$ cat config.mk
export PLATFORM = sky130hd
export DESIGN_NAME = load_store_unit_flat
export DESIGN_NICKNAME = d
export VERILOG_FILES = /design/src/rtl/lsu_pkg.sv /design/src/rtl/load_store_unit_if.sv /design/src/rtl/lsu_lane_align.sv /design/src/rtl/load_store_unit.sv /design/src/flat_wrapper.sv
export SDC_FILE = /design/constraint.sdc
export NUM_CORES = 1
export LEC_CHECK = 0
export ABC_CLOCK_PERIOD_IN_PS = 2610
export CORE_AREA = 3 3 110 112
export DETAILED_ROUTE_END_ITERATION = 12
export DIE_AREA = 0 0 113 115
export PLACE_DENSITY = 0.79
export SYNTH_ARGS = -nofsm -noshare
export SYNTH_HDL_FRONTEND = slang
export SYNTH_SLANG_ARGS = --single-unit
$ cat constraint.sdc
create_clock -name clk -period 2.61 [get_ports clk]
set_input_delay 0.522 -clock clk [delete_from_list [all_inputs] [get_ports clk]]
set_output_delay 0.522 -clock clk [all_outputs]
set_load 0.02 [all_outputs]
$ cat src/rtl/lsu_pkg.sv
// Shared encodings for the load/store unit: access sizes, FSM states and
// big-endian lane bit positions within a memory word.
package lsu_pkg;

    localparam logic [1:0] SZ_BYTE    = 2'b00;
    localparam logic [1:0] SZ_HALF    = 2'b01;
    localparam logic [1:0] SZ_WORD    = 2'b10;
    localparam logic [1:0] SZ_ILLEGAL = 2'b11;

    typedef enum logic [1:0] {
        ST_IDLE = 2'b00,
        ST_RD   = 2'b01,
        ST_WR   = 2'b10,
        ST_RESP = 2'b11
    } lsu_state_e;

    // Big-endian: the lowest byte address lands in the most significant bits.
    localparam int unsigned BYTE0_LSB = 24;
    localparam int unsigned BYTE1_LSB = 16;
    localparam int unsigned BYTE2_LSB = 8;
    localparam int unsigned BYTE3_LSB = 0;
    localparam int unsigned HALF0_LSB = 16;
    localparam int unsigned HALF2_LSB = 0;

endpackage

$ cat src/rtl/load_store_unit_if.sv
// Bus bundles for the load/store unit: the EX/WB request-response side and
// the word-wide data-memory side.
interface lsu_req_if #(parameter int ADDR_W = 10);
    logic              req_valid;
    logic              req_ready;
    logic              req_write;
    logic [1:0]        req_size;
    logic              req_unsigned;
    logic [ADDR_W-1:0] req_addr;
    logic [31:0]       req_wdata;
    logic              resp_valid;
    logic [31:0]       resp_rdata;
    logic              resp_err;

    modport master (
        output req_valid, req_write, req_size, req_unsigned, req_addr, req_wdata,
        input  req_ready, resp_valid, resp_rdata, resp_err
    );
    modport slave (
        input  req_valid, req_write, req_size, req_unsigned, req_addr, req_wdata,
        output req_ready, resp_valid, resp_rdata, resp_err
    );
endinterface

interface lsu_mem_if #(parameter int ADDR_W = 10);
    logic [ADDR_W-1:0] mem_addr;
    logic [31:0]       mem_wdata;
    logic              mem_write;
    logic              mem_read;
    logic [31:0]       mem_rdata;

    modport master (
        output mem_addr, mem_wdata, mem_write, mem_read,
        input  mem_rdata
    );
    modport slave (
        input  mem_addr, mem_wdata, mem_write, mem_read,
        output mem_rdata
    );
endinterface

$ cat src/rtl/lsu_lane_align.sv
// Combinational lane logic: load extract/extend, store lane merge and the
// alignment/size legality check.
module lsu_lane_align
    import lsu_pkg::*;
(
    input  logic [1:0]  size_i,
    input  logic [1:0]  lane_i,
    input  logic        unsigned_i,
    input  logic [31:0] word_i,
    input  logic [15:0] wdata_i,
    output logic [31:0] load_data_o,
    output logic [31:0] merged_o,
    output logic        misaligned_o,
    output logic        illegal_o
);

    logic [1:0]  lane_eff;
    logic [7:0]  byte_v;
    logic [15:0] half_v;

    assign illegal_o    = (size_i == SZ_ILLEGAL);
    assign misaligned_o = ((size_i == SZ_HALF) && lane_i[0]) ||
                          ((size_i == SZ_WORD) && (lane_i != 2'b00));

    // Masking is a no-op for aligned accesses, so it also covers the
    // unchecked configuration where low address bits are simply dropped.
    always_comb begin
        lane_eff = lane_i;
        if (size_i == SZ_HALF) begin
            lane_eff = {lane_i[1], 1'b0};
        end else if (size_i == SZ_WORD) begin
            lane_eff = 2'b00;
        end
    end

    always_comb begin
        byte_v = word_i[BYTE0_LSB +: 8];
        case (lane_eff)
            2'b00:   byte_v = word_i[BYTE0_LSB +: 8];
            2'b01:   byte_v = word_i[BYTE1_LSB +: 8];
            2'b10:   byte_v = word_i[BYTE2_LSB +: 8];
            default: byte_v = word_i[BYTE3_LSB +: 8];
        endcase
        half_v = lane_eff[1] ? word_i[HALF2_LSB +: 16] : word_i[HALF0_LSB +: 16];
    end

    always_comb begin
        load_data_o = word_i;
        case (size_i)
            SZ_BYTE: load_data_o = unsigned_i ? {24'h0, byte_v} : {{24{byte_v[7]}}, byte_v};
            SZ_HALF: load_data_o = unsigned_i ? {16'h0, half_v} : {{16{half_v[15]}}, half_v};
            default: load_data_o = word_i;
        endcase
    end

    always_comb begin
        merged_o = word_i;
        case (size_i)
            SZ_BYTE: begin
                case (lane_eff)
                    2'b00:   merged_o[BYTE0_LSB +: 8] = wdata_i[7:0];
                    2'b01:   merged_o[BYTE1_LSB +: 8] = wdata_i[7:0];
                    2'b10:   merged_o[BYTE2_LSB +: 8] = wdata_i[7:0];
                    default: merged_o[BYTE3_LSB +: 8] = wdata_i[7:0];
                endcase
            end
            SZ_HALF: begin
                if (lane_eff[1]) begin
                    merged_o[HALF2_LSB +: 16] = wdata_i;
                end else begin
                    merged_o[HALF0_LSB +: 16] = wdata_i;
                end
            end
            default: merged_o = word_i;
        endcase
    end

endmodule

$ cat src/rtl/load_store_unit.sv
// Load/store unit: turns byte/half/word requests into aligned word accesses
// on a big-endian memory, with read-modify-write for sub-word stores.
module load_store_unit
    import lsu_pkg::*;
#(
    parameter int ADDR_W      = 10,
    parameter bit ALIGN_CHECK = 1'b1
) (
    input  logic       clk,
    input  logic       reset,
    lsu_req_if.slave   req,
    lsu_mem_if.master  mem
);

    lsu_state_e state_q, state_d;

    logic [1:0]        size_q, lane_q;
    logic              write_q, uns_q;
    logic [15:0]       wdata_q;

    logic [ADDR_W-1:0] mem_addr_q, mem_addr_d;
    logic [31:0]       mem_wdata_q, mem_wdata_d;
    logic              mem_read_q, mem_read_d;
    logic              mem_write_q, mem_write_d;
    logic              resp_valid_q, resp_valid_d;
    logic              resp_err_q, resp_err_d;
    logic [31:0]       resp_rdata_q, resp_rdata_d;

    logic              accept, req_err;
    logic [1:0]        al_size, al_lane;
    logic [31:0]       load_data, merged;
    logic              misaligned, illegal;

    assign accept  = (state_q == ST_IDLE) && req.req_valid;
    // Legality is judged on the live request in IDLE; lane work later uses
    // the captured copy, since request inputs may change after accept.
    assign al_size = (state_q == ST_IDLE) ? req.req_size      : size_q;
    assign al_lane = (state_q == ST_IDLE) ? req.req_addr[1:0] : lane_q;
    assign req_err = illegal || (ALIGN_CHECK && misaligned);

    lsu_lane_align u_lane_align (
        .size_i       (al_size),
        .lane_i       (al_lane),
        .unsigned_i   (uns_q),
        .word_i       (mem.mem_rdata),
        .wdata_i      (wdata_q),
        .load_data_o  (load_data),
        .merged_o     (merged),
        .misaligned_o (misaligned),
        .illegal_o    (illegal)
    );

    always_ff @(posedge clk) begin
        if (reset) begin
            state_q <= ST_IDLE;
        end else begin
            state_q <= state_d;
        end
    end

    always_comb begin
        state_d = state_q;
        case (state_q)
            ST_IDLE: begin
                if (accept) begin
                    if (req_err) begin
                        state_d = ST_RESP;
                    end else if (req.req_write && (req.req_size == SZ_WORD)) begin
                        state_d = ST_WR;
                    end else begin
                        state_d = ST_RD;
                    end
                end
            end
            ST_RD:   state_d = write_q ? ST_WR : ST_RESP;
            ST_WR:   state_d = ST_RESP;
            default: state_d = ST_IDLE;
        endcase
    end

    // Next values for the registered outputs; memory strobes follow the
    // next state so they are flop outputs aligned with RD/WR.
    always_comb begin
        mem_addr_d   = mem_addr_q;
        mem_wdata_d  = mem_wdata_q;
        mem_read_d   = (state_d == ST_RD);
        mem_write_d  = (state_d == ST_WR);
        resp_valid_d = (state_d == ST_RESP);
        resp_err_d   = 1'b0;
        resp_rdata_d = 32'h0;
        case (state_q)
            ST_IDLE: begin
                if (accept) begin
                    mem_addr_d = {req.req_addr[ADDR_W-1:2], 2'b00};
                    resp_err_d = req_err;
                    if (req.req_write && (req.req_size == SZ_WORD)) begin
                        mem_wdata_d = req.req_wdata;
                    end
                end
            end
            ST_RD: begin
                if (write_q) begin
                    mem_wdata_d = merged;
                end else begin
                    resp_rdata_d = load_data;
                end
            end
            default: ;
        endcase
    end

    always_ff @(posedge clk) begin
        if (reset) begin
            size_q       <= SZ_BYTE;
            lane_q       <= 2'b00;
            write_q      <= 1'b0;
            uns_q        <= 1'b0;
            wdata_q      <= 16'h0;
            mem_addr_q   <= '0;
            mem_wdata_q  <= 32'h0;
            mem_read_q   <= 1'b0;
            mem_write_q  <= 1'b0;
            resp_valid_q <= 1'b0;
            resp_err_q   <= 1'b0;
            resp_rdata_q <= 32'h0;
        end else begin
            if (accept) begin
                size_q  <= req.req_size;
                lane_q  <= req.req_addr[1:0];
                write_q <= req.req_write;
                uns_q   <= req.req_unsigned;
                wdata_q <= req.req_wdata[15:0];
            end
            mem_addr_q   <= mem_addr_d;
            mem_wdata_q  <= mem_wdata_d;
            mem_read_q   <= mem_read_d;
            mem_write_q  <= mem_write_d;
            resp_valid_q <= resp_valid_d;
            resp_err_q   <= resp_err_d;
            resp_rdata_q <= resp_rdata_d;
        end
    end

    assign req.req_ready  = (state_q == ST_IDLE);
    assign req.resp_valid = resp_valid_q;
    assign req.resp_err   = resp_err_q;
    assign req.resp_rdata = resp_rdata_q;
    assign mem.mem_addr   = mem_addr_q;
    assign mem.mem_wdata  = mem_wdata_q;
    assign mem.mem_read   = mem_read_q;
    assign mem.mem_write  = mem_write_q;

endmodule

$ cat src/flat_wrapper.sv
// flat-port wrapper written by rule: the top's interface ports become plain ports
module load_store_unit_flat import lsu_pkg::*;
#(
    parameter int ADDR_W      = 10,
    parameter bit ALIGN_CHECK = 1'b1
)
  (clk, reset, req_req_valid, req_req_write, req_req_size, req_req_unsigned, req_req_addr, req_req_wdata, req_req_ready, req_resp_valid, req_resp_rdata, req_resp_err, mem_mem_addr, mem_mem_wdata, mem_mem_write, mem_mem_read, mem_mem_rdata);
  lsu_req_if #(.ADDR_W(ADDR_W)) req_i ();
  lsu_mem_if #(.ADDR_W(ADDR_W)) mem_i ();
  input  logic clk;
  input  logic reset;
  input wire logic [$bits(req_i.req_valid)-1:0] req_req_valid;
  input wire logic [$bits(req_i.req_write)-1:0] req_req_write;
  input wire logic [$bits(req_i.req_size)-1:0] req_req_size;
  input wire logic [$bits(req_i.req_unsigned)-1:0] req_req_unsigned;
  input wire logic [$bits(req_i.req_addr)-1:0] req_req_addr;
  input wire logic [$bits(req_i.req_wdata)-1:0] req_req_wdata;
  output wire logic [$bits(req_i.req_ready)-1:0] req_req_ready;
  output wire logic [$bits(req_i.resp_valid)-1:0] req_resp_valid;
  output wire logic [$bits(req_i.resp_rdata)-1:0] req_resp_rdata;
  output wire logic [$bits(req_i.resp_err)-1:0] req_resp_err;
  output wire logic [$bits(mem_i.mem_addr)-1:0] mem_mem_addr;
  output wire logic [$bits(mem_i.mem_wdata)-1:0] mem_mem_wdata;
  output wire logic [$bits(mem_i.mem_write)-1:0] mem_mem_write;
  output wire logic [$bits(mem_i.mem_read)-1:0] mem_mem_read;
  input wire logic [$bits(mem_i.mem_rdata)-1:0] mem_mem_rdata;
  assign req_i.req_valid = req_req_valid;
  assign req_i.req_write = req_req_write;
  assign req_i.req_size = req_req_size;
  assign req_i.req_unsigned = req_req_unsigned;
  assign req_i.req_addr = req_req_addr;
  assign req_i.req_wdata = req_req_wdata;
  assign req_req_ready = req_i.req_ready;
  assign req_resp_valid = req_i.resp_valid;
  assign req_resp_rdata = req_i.resp_rdata;
  assign req_resp_err = req_i.resp_err;
  assign mem_mem_addr = mem_i.mem_addr;
  assign mem_mem_wdata = mem_i.mem_wdata;
  assign mem_mem_write = mem_i.mem_write;
  assign mem_mem_read = mem_i.mem_read;
  assign mem_i.mem_rdata = mem_mem_rdata;
  load_store_unit #(.ADDR_W(ADDR_W), .ALIGN_CHECK(ALIGN_CHECK)) u_core (.clk(clk), .reset(reset), .req(req_i), .mem(mem_i));
endmodule
==> qor.txt, run 1 <==
Routed Antenna Nets: 0
Routed WL: 18.5 mm
Crit Path Max Fanout: 16
Post-Synth XOR/XNOR Area: 0.00337
Residual DRC: 0
Worst path slowest cell: clkdlybuf4s50_1
Syn. warnings: 0
GP Congestion: 0.955
Worst R2R Start: u_core.state_q[0]$_SDFF_PP0_
hold depth: 2
FF+latch area: 2000 um2
Hold EP: u_core.mem.mem_addr[3]$_SDFFE_PP0P_
IO Port Bufs: 157
WP data arrival: 1.98 ns
critical path's top delay family: buffers and inverters
pwr dens: 1160 nW/um2
First DRT Iteration DRCs: 574
share of the synthesized area in the top cell type: 0.385
number of diodes: 0
mean post-synth cell area: 8.34 um2
total number of vias: 5521
Synth Register Bits: 100
status: complete, no violations
critical-path cell list: inv_1, ha_4, buf_4, clkdlybuf4s50_1
multiplexer share of the synthesized area: 0.0717
clk sinks: 100
cell area after synthesis: 5200 um2
setup TNS: 0 ns
Rel. slew slack: 0.574
hold-fix buffers at CTS: 0
Final Power: 8.55 mW
via density per instance: 5.94
Data required, critical path: 2.09 ns
combinational family with the most area after synthesis: compound AO/OA/AOI/OAI gates
leakage: 2.85 nW
RR Endpoint: u_core.mem.mem_wdata[14]$_SDFFE_PP0P_
fillers: 952
Layout Skew: 0.0115 ns
layout cells sized above 1: 0.115
smallest hold slack: 0.456 ns
hold_sp: u_core.mem.mem_addr[3]$_SDFFE_PP0P_
Synth Area in Adders: 0.00963
Max Cap Violations: 0
period utilization: 0.958
io pins: 160
Slew Limit Fails: 0
core area: 11300 um2
Setup-failing EPs final: 0
detailed-router iteration count before antenna repair: 5
CP startpoint: u_core.state_q[0]$_SDFF_PP0_
WS Path Type: reg -> out
CTS tree: yes
Clock transition at path regs: 0.07 ns
count of cell types in the netlist: 56
flop2flop setup slack: 0.17 ns
Critical Path Sink Type: primary output
total track usage: 0.287
Max clock buf depth: 2
Hold Vio Cnt, Final: 0
post-synthesis compound-gate area fraction: 0.286
pin count of the biggest net entering global routing: 62
Avg WL per Cell: 19.9 um
Starting Density: 0.459
Hold/Removal Path Class: reg -> reg
number of flops mapped to enable cells by yosys: 0
CP Buf/Inv Count: 3
Die W: 113 um
maximum VDD drop: 726 uV
Area Overhead vs Synth: 41.9%
Top FF cell, synth: dfxtp_1
worst-margin pin slew: 0.639 ns
first-pass GRT wire length: 29.3 mm
# rows: 39
CP startpoint kind: flip-flop
Multi-input gate area: 2930 um2
clock root buffer: clkbuf_16
ys async rst share: 0
post-route minimum period: 2.50 ns
die area: 13000 um2
H-tree depth: 3
worst skew pair latency: 0.35 ns
vias in the first global route: 5309
FMAX: 400 MHz
Synth top cells by count: nand2_1 (105), dfxtp_1 (100), nor2_1 (63)
RSZ-0062 raised after global routing: no
die height: 115 um
HPWL Detailed: 13.7 mm
top cells by area, synth: dfxtp_1 (39%), nand2_1 (7.6%), mux2i_1 (5.6%)
slowest stage delay, CP: 0.61 ns
nets@finish: 867
Cells after Synth: 623
Synth area leader: dfxtp_1
top-count cell post-synth: nand2_1
initial antenna violation count: 0
total CTS buffers: 9
post-synthesis sequential area ratio: 0.385
remaining global-route overflow: 0
r2r worst-path depth: 7
Post-Synth Simple-Gate Area: 0.190
[report_power, final]
part | internal [mW] | switching [mW]
Clock | 0.645 | 0.595
Sequential | 1.96 | 0.310
Combinational | 2.21 | 2.83
[how the worst max path moves through the flow]
stage                                            end  slack [ns]  cells past startpoint
2_1_floorplan   u_core.req.resp_rdata[17]$_SDFF_PP0_        0.16                     10
3_3_place_gp    u_core.req.resp_rdata[27]$_SDFF_PP0_        0.01                      8
3_5_place_dp   u_core.mem.mem_wdata[10]$_SDFFE_PP0P_       -0.08                      8
4_1_cts                                req_req_ready        0.11                      4
5_1_grt        u_core.mem.mem_wdata[14]$_SDFFE_PP0P_       0.002                      7
6_report                               req_req_ready        0.11                      4
[what timing repair did]
item / CTS / global route
endpoints found under the setup margin: 1 / 0
resized for setup: 1 / 0
buffers inserted: 0 / 0
[worst register-to-register path, cell delays in order, from the launching register on]
cell	delay [ns]
dfxtp_1	0.34
inv_1	0.13
ha_4	0.33
mux2_2	0.41
nor2_1	0.42
a22o_1	0.21
a221oi_1	0.08
o41ai_1	0.39
[layout make-up]
cell class | count | share of cell area
flip-flops and latches | 100 | 0.271
multi-input cells | 464 | 0.398
clock inverters | 5 | 0.00509
repair buffers | 201 | 0.267
clock buffers | 10 | 0.0310
inverters | 6 | 0.00305
well taps | 143 | 0.0243
[sequential cells by signal, summed over array words and instances, names as in the netlist]
signal                 count
u_core.mem.mem_write       1
u_core.uns_q               1
u_core.wdata_q            16
u_core.write_q             1
u_core.state_q             2
u_core.mem.mem_wdata      32
u_core.lane_q              2
u_core.mem.mem_addr        8
u_core.req.resp_valid      1
u_core.req.resp_rdata     32
u_core.mem.mem_read        1
u_core.req.resp_err        1
u_core.size_q              2
[logic make-up after synthesis]
logic type,count (synthesis)
AO/OA/AOI/OAI,199
XOR/XNOR,2
adder cells (fa/ha/maj),4
buffers and inverters,60
flip-flops,100
multiplexers,34
other,1
AND/OR/NAND/NOR,223
[metrics by stage]
| stage | cells | setup slack, ns | util | area (um2) |
|---|---|---|---|---|
| 5_1_grt | 929 | 0.00223 | 0.652 | 7380 |
| 3_3_place_gp | 914 | 0.0103 | 0.627 | 7100 |
| 2_1_floorplan | 624 | 0.164 | - | 5200 |
| 3_5_place_dp | 914 | -0.0782 | 0.627 | 7100 |
| 6_report | 929 | 0.110 | 0.652 | 7380 |
| 4_1_cts | 929 | 0.110 | 0.652 | 7380 |
[layout by cell type, fill, tap and decap left out, types with 11 or more instances in the layout]
cell and count:
a21oi_1 48, a21oi_2 11, a221oi_1 31, a22oi_1 16
buf_4 38, clkdlybuf4s50_1 156, dfxtp_1 100, mux2i_1 29
nand2_1 105, nor2_1 63, nor3_1 17, nor4_1 11
o21ai_0 20
[metal layers]
metal | track usage | up-vias | wire, um
li1 | - | 2595 | -
met1 | 0.406 | 2603 | 8070
met4 | 0.0809 | 0 | 358
met2 | 0.448 | 293 | 8430
met3 | 0.0589 | 30 | 1670
met5 | 0 | - | 0
(Power assumes the default switching activity.)
==> run 2, diff against run 1 <==
Settings changed: ABC_CLOCK_PERIOD_IN_PS 2610 to 2100, CORE_AREA 3 3 110 112 to 3 3 136 98, DIE_AREA 0 0 113 115 to 0 0 139 101, PLACE_DENSITY 0.79 to 0.77, SLEW_MARGIN set to 20.
Clock period 2.61 ns to 2.1 ns, I/O delays scaled along.
==> run 2 against run 1 <==
The flow now finishes with violations (negative setup slack); total power is 40% higher; clock skew is 0.0069 ns lower; clock power is 29% higher; wire length is 6.8% higher; sequential power is 26% higher; cell area is 10% higher; cell count is 6.2% higher; critical endpoint is now u_core.req.resp_rdata[28]$_SDFF_PP0_; largest cell class unchanged; combinational power is 48% higher; core utilization is 1.2 points higher; hold slack hardly changed; count of clock-buffer cells in the layout stayed put; first-iteration DRC count is 7.5% higher.
==> qor.txt, run 2 (synthesis gave the netlist of run 1 again) <==
status: finished with violations
failing checks: negative setup slack
remaining global-route overflow: 0 (unchanged)
Critical Path Sink Type: flip-flop
smallest hold slack: 0.456 ns (+0.000146 ns)
WS Path Type: reg -> reg
maximum VDD drop: 756 uV (+4.1%)
period utilization: 1.05
Max clock buf depth: 2 (unchanged)
GP Congestion: 0.937 (-1.9%)
die height: 101 um (-12%)
slowest stage delay, CP: 0.39 ns (-0.22 ns)
layout cells sized above 1: 0.216 (+0.101)
CP startpoint: u_core.state_q[0]$_SDFF_PP0_
cell area after layout: 8130 um2 (+10%)
vias in the first global route: 5545 (+4.4%)
most common cell after layout, fill and taps aside: clkdlybuf4s50_1
clk sinks: 100 (unchanged)
Slew Limit Fails: 0 (unchanged)
IO Port Bufs: 157 (unchanged)
total number of vias: 5747 (+4.1%)
First DRT Iteration DRCs: 617 (+7.5%)
post-route insts no fill: 987 (+6.2%)
hold_sp: reset
number of diodes: 0 (unchanged)
Rel. slew slack: 0.632 (+0.0582)
pwr dens: 1470 nW/um2 (+27%)
Layout Skew: 0.00463 ns (-0.00690 ns)
dpl ws: -0.499 ns (-0.421 ns)
FMAX: 456 MHz
Worst R2R Start: u_core.state_q[0]$_SDFF_PP0_
detailed-router iteration count before antenna repair: 6 (+1)
H-tree depth: 3 (unchanged)
post-route minimum period: 2.20 ns
Die W: 139 um (+23%)
Hold/Removal Path Class: in -> reg
CP startpoint kind: flip-flop
critical-path cell list: inv_2, ha_4, buf_4, mux2i_4, a21o_4, a2111oi_4, nor4b_4, o21ai_4, buf_12, a21oi_1
Area Overhead vs Synth: 56.4%
Residual DRC: 0 (unchanged)
first-pass GRT wire length: 30.2 mm (+3.1%)
nets@finish: 905 (+4.4%)
core area: 12300 um2 (+8.2%)
Routed Antenna Nets: 0 (unchanged)
via density per instance: 5.82 (-2.0%)
RSZ-0062 raised after global routing: yes
HPWL Detailed: 14.6 mm (+7.1%)
fillers: 1012 (+6.3%)
pin count of the biggest net entering global routing: 61 (-1.6%)
Avg WL per Cell: 20.1 um (+0.55%)
Hold Vio Cnt, Final: 0 (unchanged)
Starting Density: 0.424 (-0.0349)
die area: 14000 um2 (+8.0%)
worst-margin pin slew: 0.551 ns (-0.0881 ns)
most frequent cells in the layout: clkdlybuf4s50_1 (153), nand2_1 (104), dfxtp_1 (98)
Crit Path Max Fanout: 16 (unchanged)
Post-DP Area: 7440 um2 (+4.7%)
Data required, critical path: 2.37 ns (+0.28 ns)
Routed WL: 19.8 mm (+6.8%)
io pins: 160 (unchanged)
critical path's top delay family: compound AO/OA/AOI/OAI gates
Final Power: 11.9 mW (+40%)
# rows: 34 (-13%)
WP data arrival: 2.47 ns (+0.49 ns)
clock root buffer: clkbuf_16
Post-Place Cells: 959 (+4.9%)
Clock transition at path regs: 0.07 ns (about the same)
total track usage: 0.271 (-0.0168)
initial antenna violation count: 0 (unchanged)
Setup-failing EPs final: 29 (+29)
CTS tree: yes
total CTS buffers: 9 (unchanged)
Max Cap Violations: 0 (unchanged)
final worst slack: -0.0951 ns (-0.205 ns)
CP Buf/Inv Count: 3 (unchanged)
Worst path slowest cell: mux2i_4
worst skew pair latency: 0.35 ns (about the same)
leakage: 3.14 nW (+10%)
[run 2: cell types whose count changed in the layout (fill, tap and decap cells not counted), sizes merged, moves of 2 or more]
cell	delta
dlymetal6s2s	+2
buf	+37
clkinvlp	+2
clkdlybuf4s50	-3
[run 2: path summary, 6_finish.rpt]
path,to,slack (ns),cells after the start
worst max-delay path,u_core.req.resp_rdata[28]$_SDFF_PP0_,-0.1,10
worst min-delay path,u_core.uns_q$_SDFFE_PP0P_,0.46,2
worst max register to register,u_core.req.resp_rdata[28]$_SDFF_PP0_,-0.1,10
worst min register to register,u_core.mem.mem_addr[3]$_SDFFE_PP0P_,0.46,2
[run 2: per-layer routing]
layer  part of all wire  GRT usage  vias to the layer above
met1               0.45      0.386                     2697
met4              0.017     0.0617                        0
met5                  0          0                        -
met2               0.43      0.409                      340
met3               0.11     0.0749                       39
li1                   -          -                     2671
[run 2: what timing repair did]
| item | in CTS | in global routing |
|---|---|---|
| cloned | 0 | 1 |
| endpoints found under the setup margin | 51 | 69 |
| buffers inserted | 7 | 5 |
| hold buffers | 0 | 0 |
| pin swaps | 2 | 11 |
| endpoints found under the hold margin | 0 | 0 |
| gates resized for setup | 18 | 49 |
[run 2: power by group]
group / internal, mW / switching (mW) / leakage (nW)
Sequential: 2.44 / 0.429 / 0.818
Combinational: 3.51 / 3.96 / 2.19
Clock: 0.842 / 0.761 / 0.127
[run 2: worst register-to-register path: stages, from the launching register on]
cell and delay [ns]:
dfxtp_2 0.32, inv_2 0.07, ha_4 0.21, buf_4 0.15, mux2i_4 0.39, a21o_4 0.17
a2111oi_4 0.04, nor4b_4 0.37, o21ai_4 0.09, buf_12 0.16, a21oi_1 0.15
[run 2: final cells by class]
| cell class | instances | area (um2) | share of cell area |
|---|---|---|---|
| Multi-Input combinational cell | 465 | 3240 | 0.399 |
| Timing Repair Buffer | 238 | 2370 | 0.292 |
| Sequential cell | 100 | 2000 | 0.246 |
| Clock buffer | 10 | 239 | 0.0294 |
| Tap cell | 162 | 203 | 0.0249 |
| Clock inverter | 6 | 47.5 | 0.00585 |
| Inverter | 6 | 22.5 | 0.00277 |
[run 2: through the flow]
| step | utilization | TNS (ns) |
|---|---|---|
| floorplan | - | -1.10 |
| global placement | 0.607 | -17.30 |
| detailed placement | 0.607 | -19.87 |
| CTS | 0.641 | -0.877 |
| global route | 0.664 | -7.18 |
| finish | 0.664 | -1.61 |
==> run 3, diff against run 2 <==
Settings changed: CORE_AREA 3 3 136 98 to 3 3 109 122, CTS_CLUSTER_DIAMETER set to 30, DIE_AREA 0 0 139 101 to 0 0 112 125, PLACE_DENSITY 0.77 to 0.76.
==> run 3 against run 2 <==
The flow still finishes with violations (negative setup slack); cell count shrank 0.81%; clock skew grew 0.0026 ns; worst setup slack got worse by 0.044 ns; count of clock-buffer cells in the layout down 1; global-route usage shrank 0.50 points; critical endpoint is now u_core.req.resp_rdata[23]$_SDFF_PP0_.
==> qor.txt, run 3 (synthesis gave the netlist of run 1 again) <==
IO Port Bufs: 157 (unchanged)
most frequent cells in the layout: clkdlybuf4s50_1 (154), nand2_1 (104), dfxtp_1 (98)
vias in the first global route: 5567 (+0.40%)
clock root buffer: clkbuf_16
Layout Skew: 0.00719 ns (+0.00256 ns)
leakage: 3.21 nW (+2.4%)
layout cells sized above 1: 0.256 (+0.0400)
H-tree depth: 3 (unchanged)
hold_sp: u_core.mem.mem_addr[8]$_SDFFE_PP0P_
Slew Limit Fails: 0 (unchanged)
die area: 14000 um2 (-0.28%)
CP startpoint: u_core.state_q[0]$_SDFF_PP0_
WP data arrival: 2.47 ns (about the same)
die height: 125 um (+24%)
remaining global-route overflow: 0 (unchanged)
status: finished with violations
Crit Path Max Fanout: 8 (-8)
first-pass GRT wire length: 29.9 mm (-1.1%)
failing checks: negative setup slack
Residual DRC: 0 (unchanged)
final worst slack: -0.140 ns (-0.0444 ns)
Data required, critical path: 2.33 ns (-0.04 ns)
total track usage: 0.266 (-0.00503)
hold depth: 2 (unchanged)
Final Power: 12.5 mW (+4.6%)
via density per instance: 5.94 (+2.0%)
Routed WL: 20.3 mm (+2.6%)
period utilization: 1.07 (+0.0212)
Max clock buf depth: 2 (unchanged)
worst skew pair latency: 0.36 ns (about the same)
Worst R2R Start: u_core.state_q[0]$_SDFF_PP0_
Hold Vio Cnt, Final: 0 (unchanged)
Max Cap Violations: 0 (unchanged)
maximum VDD drop: 773 uV (+2.3%)
CTS tree: yes
RR Endpoint: u_core.req.resp_rdata[23]$_SDFF_PP0_
Critical Path Sink Type: flip-flop
Setup-failing EPs final: 40 (+38%)
HPWL Detailed: 14.1 mm (-3.4%)
setup TNS: -3.23 ns (-1.62 ns)
FMAX: 447 MHz (-2.0%)
GP Congestion: 0.921 (-1.7%)
io pins: 160 (unchanged)
RSZ-0062 raised after global routing: yes
CP startpoint kind: flip-flop
Rel. slew slack: 0.596 (-0.0360)
critical-path cell list: inv_2, ha_4, buf_4, mux2_4, a21o_4, a2111oi_4, nor4b_4, o21ai_4, buf_8, a21oi_2
Worst path slowest cell: dfxtp_2
# rows: 42 (+24%)
clk sinks: 100 (unchanged)
WS Path Type: reg -> reg
Routed Antenna Nets: 0 (unchanged)
nets@finish: 905 (unchanged)
critical path's top delay family: compound AO/OA/AOI/OAI gates
Area Overhead vs Synth: 62.1%
CP Buf/Inv Count: 3 (unchanged)
initial antenna violation count: 0 (unchanged)
post-layout util: 0.700 (+0.0368)
r2r worst-path depth: 10 (unchanged)
post-route minimum period: 2.24 ns (+0.0444 ns)
Hold EP: u_core.mem.mem_addr[8]$_SDFFE_PP0P_
pwr dens: 1480 nW/um2 (+0.93%)
total number of vias: 5815 (+1.2%)
Avg WL per Cell: 20.7 um (+3.4%)
Clock transition at path regs: 0.07 ns (about the same)
Starting Density: 0.432 (+0.00768)
total CTS buffers: 9 (unchanged)
number of diodes: 0 (unchanged)
slowest stage delay, CP: 0.34 ns (-0.05 ns)
flop2flop setup slack: -0.14 ns (-0.04 ns)
Hold/Removal Path Class: reg -> reg
pin count of the biggest net entering global routing: 74 (+21%)
detailed-router iteration count before antenna repair: 5 (-1)
Die W: 112 um (-19%)
most common cell after layout, fill and taps aside: clkdlybuf4s50_1
core area: 12000 um2 (-1.8%)
First DRT Iteration DRCs: 460 (-25%)
worst-margin pin slew: 0.605 ns (+0.0540 ns)
[run 3: tightest hold or removal path: cells and delay by family (launching register included)]
family             cells  cell delay [ns]
and+or+nand+nor        1             0.05
DFF                    1             0.31
AOI/OAI and AO/OA      1             0.05
[run 3: area by class of cell]
type                    count  area (um2)
inverters                   6        22.5
repair buffers            238        2360
flip-flops and latches    100        2000
clock inverters             7        96.3
fillers                   923        3600
multi-input cells         465        3530
well taps                 154         193
clock buffers               9         225
[run 3: per-layer routing]
layer	vias up	share of wire	global-route usage	wire (um)
met4	0	0.036	0.0983	737
met3	64	0.082	0.0599	1660
met5	-	0	0	0
li1	2669	-	-	-
met1	2789	0.41	0.346	8240
met2	293	0.48	0.432	9670
[run 3: where the power goes]
group          internal (mW)  leakage (nW)  switching [mW]
clock                  0.956         0.152           0.825
sequential              2.43         0.818           0.372
combinational           3.62          2.24            4.28
total                   7.01          3.21            5.48
[run 3: worst max path at each step]
stage / slack (ns) / end / cells after the start
floorplan: -0.10 / u_core.req.resp_rdata[17]$_SDFF_PP0_ / 11
finish: -0.14 / u_core.req.resp_rdata[23]$_SDFF_PP0_ / 10
detailed placement: -0.54 / u_core.mem.mem_wdata[29]$_SDFFE_PP0P_ / 8
global route: -0.22 / u_core.req.resp_rdata[0]$_SDFF_PP0_ / 10
global placement: -0.42 / u_core.mem.mem_wdata[1]$_SDFFE_PP0P_ / 8
CTS: -0.08 / u_core.req.resp_rdata[27]$_SDFF_PP0_ / 12
[run 3: what timing repair did]
item / CTS / global route
pin swaps: 3 / 40
hold buffers: 0 / 0
setup endpoints to repair: 58 / 67
gates cloned: 1 / 1
gates resized for setup: 37 / 79
buffers inserted: 10 / 7
[run 3: metrics by stage]
step	setup WS, ns	cell area [um2]	cells	hold slack, ns
detailed placement	-0.545	7370	947	0.449
floorplan	-0.102	5260	624	0.437
global placement	-0.424	7370	947	0.442
CTS	-0.0849	7960	974	0.458
finish	-0.140	8430	979	0.459
global route	-0.222	8430	979	0.480
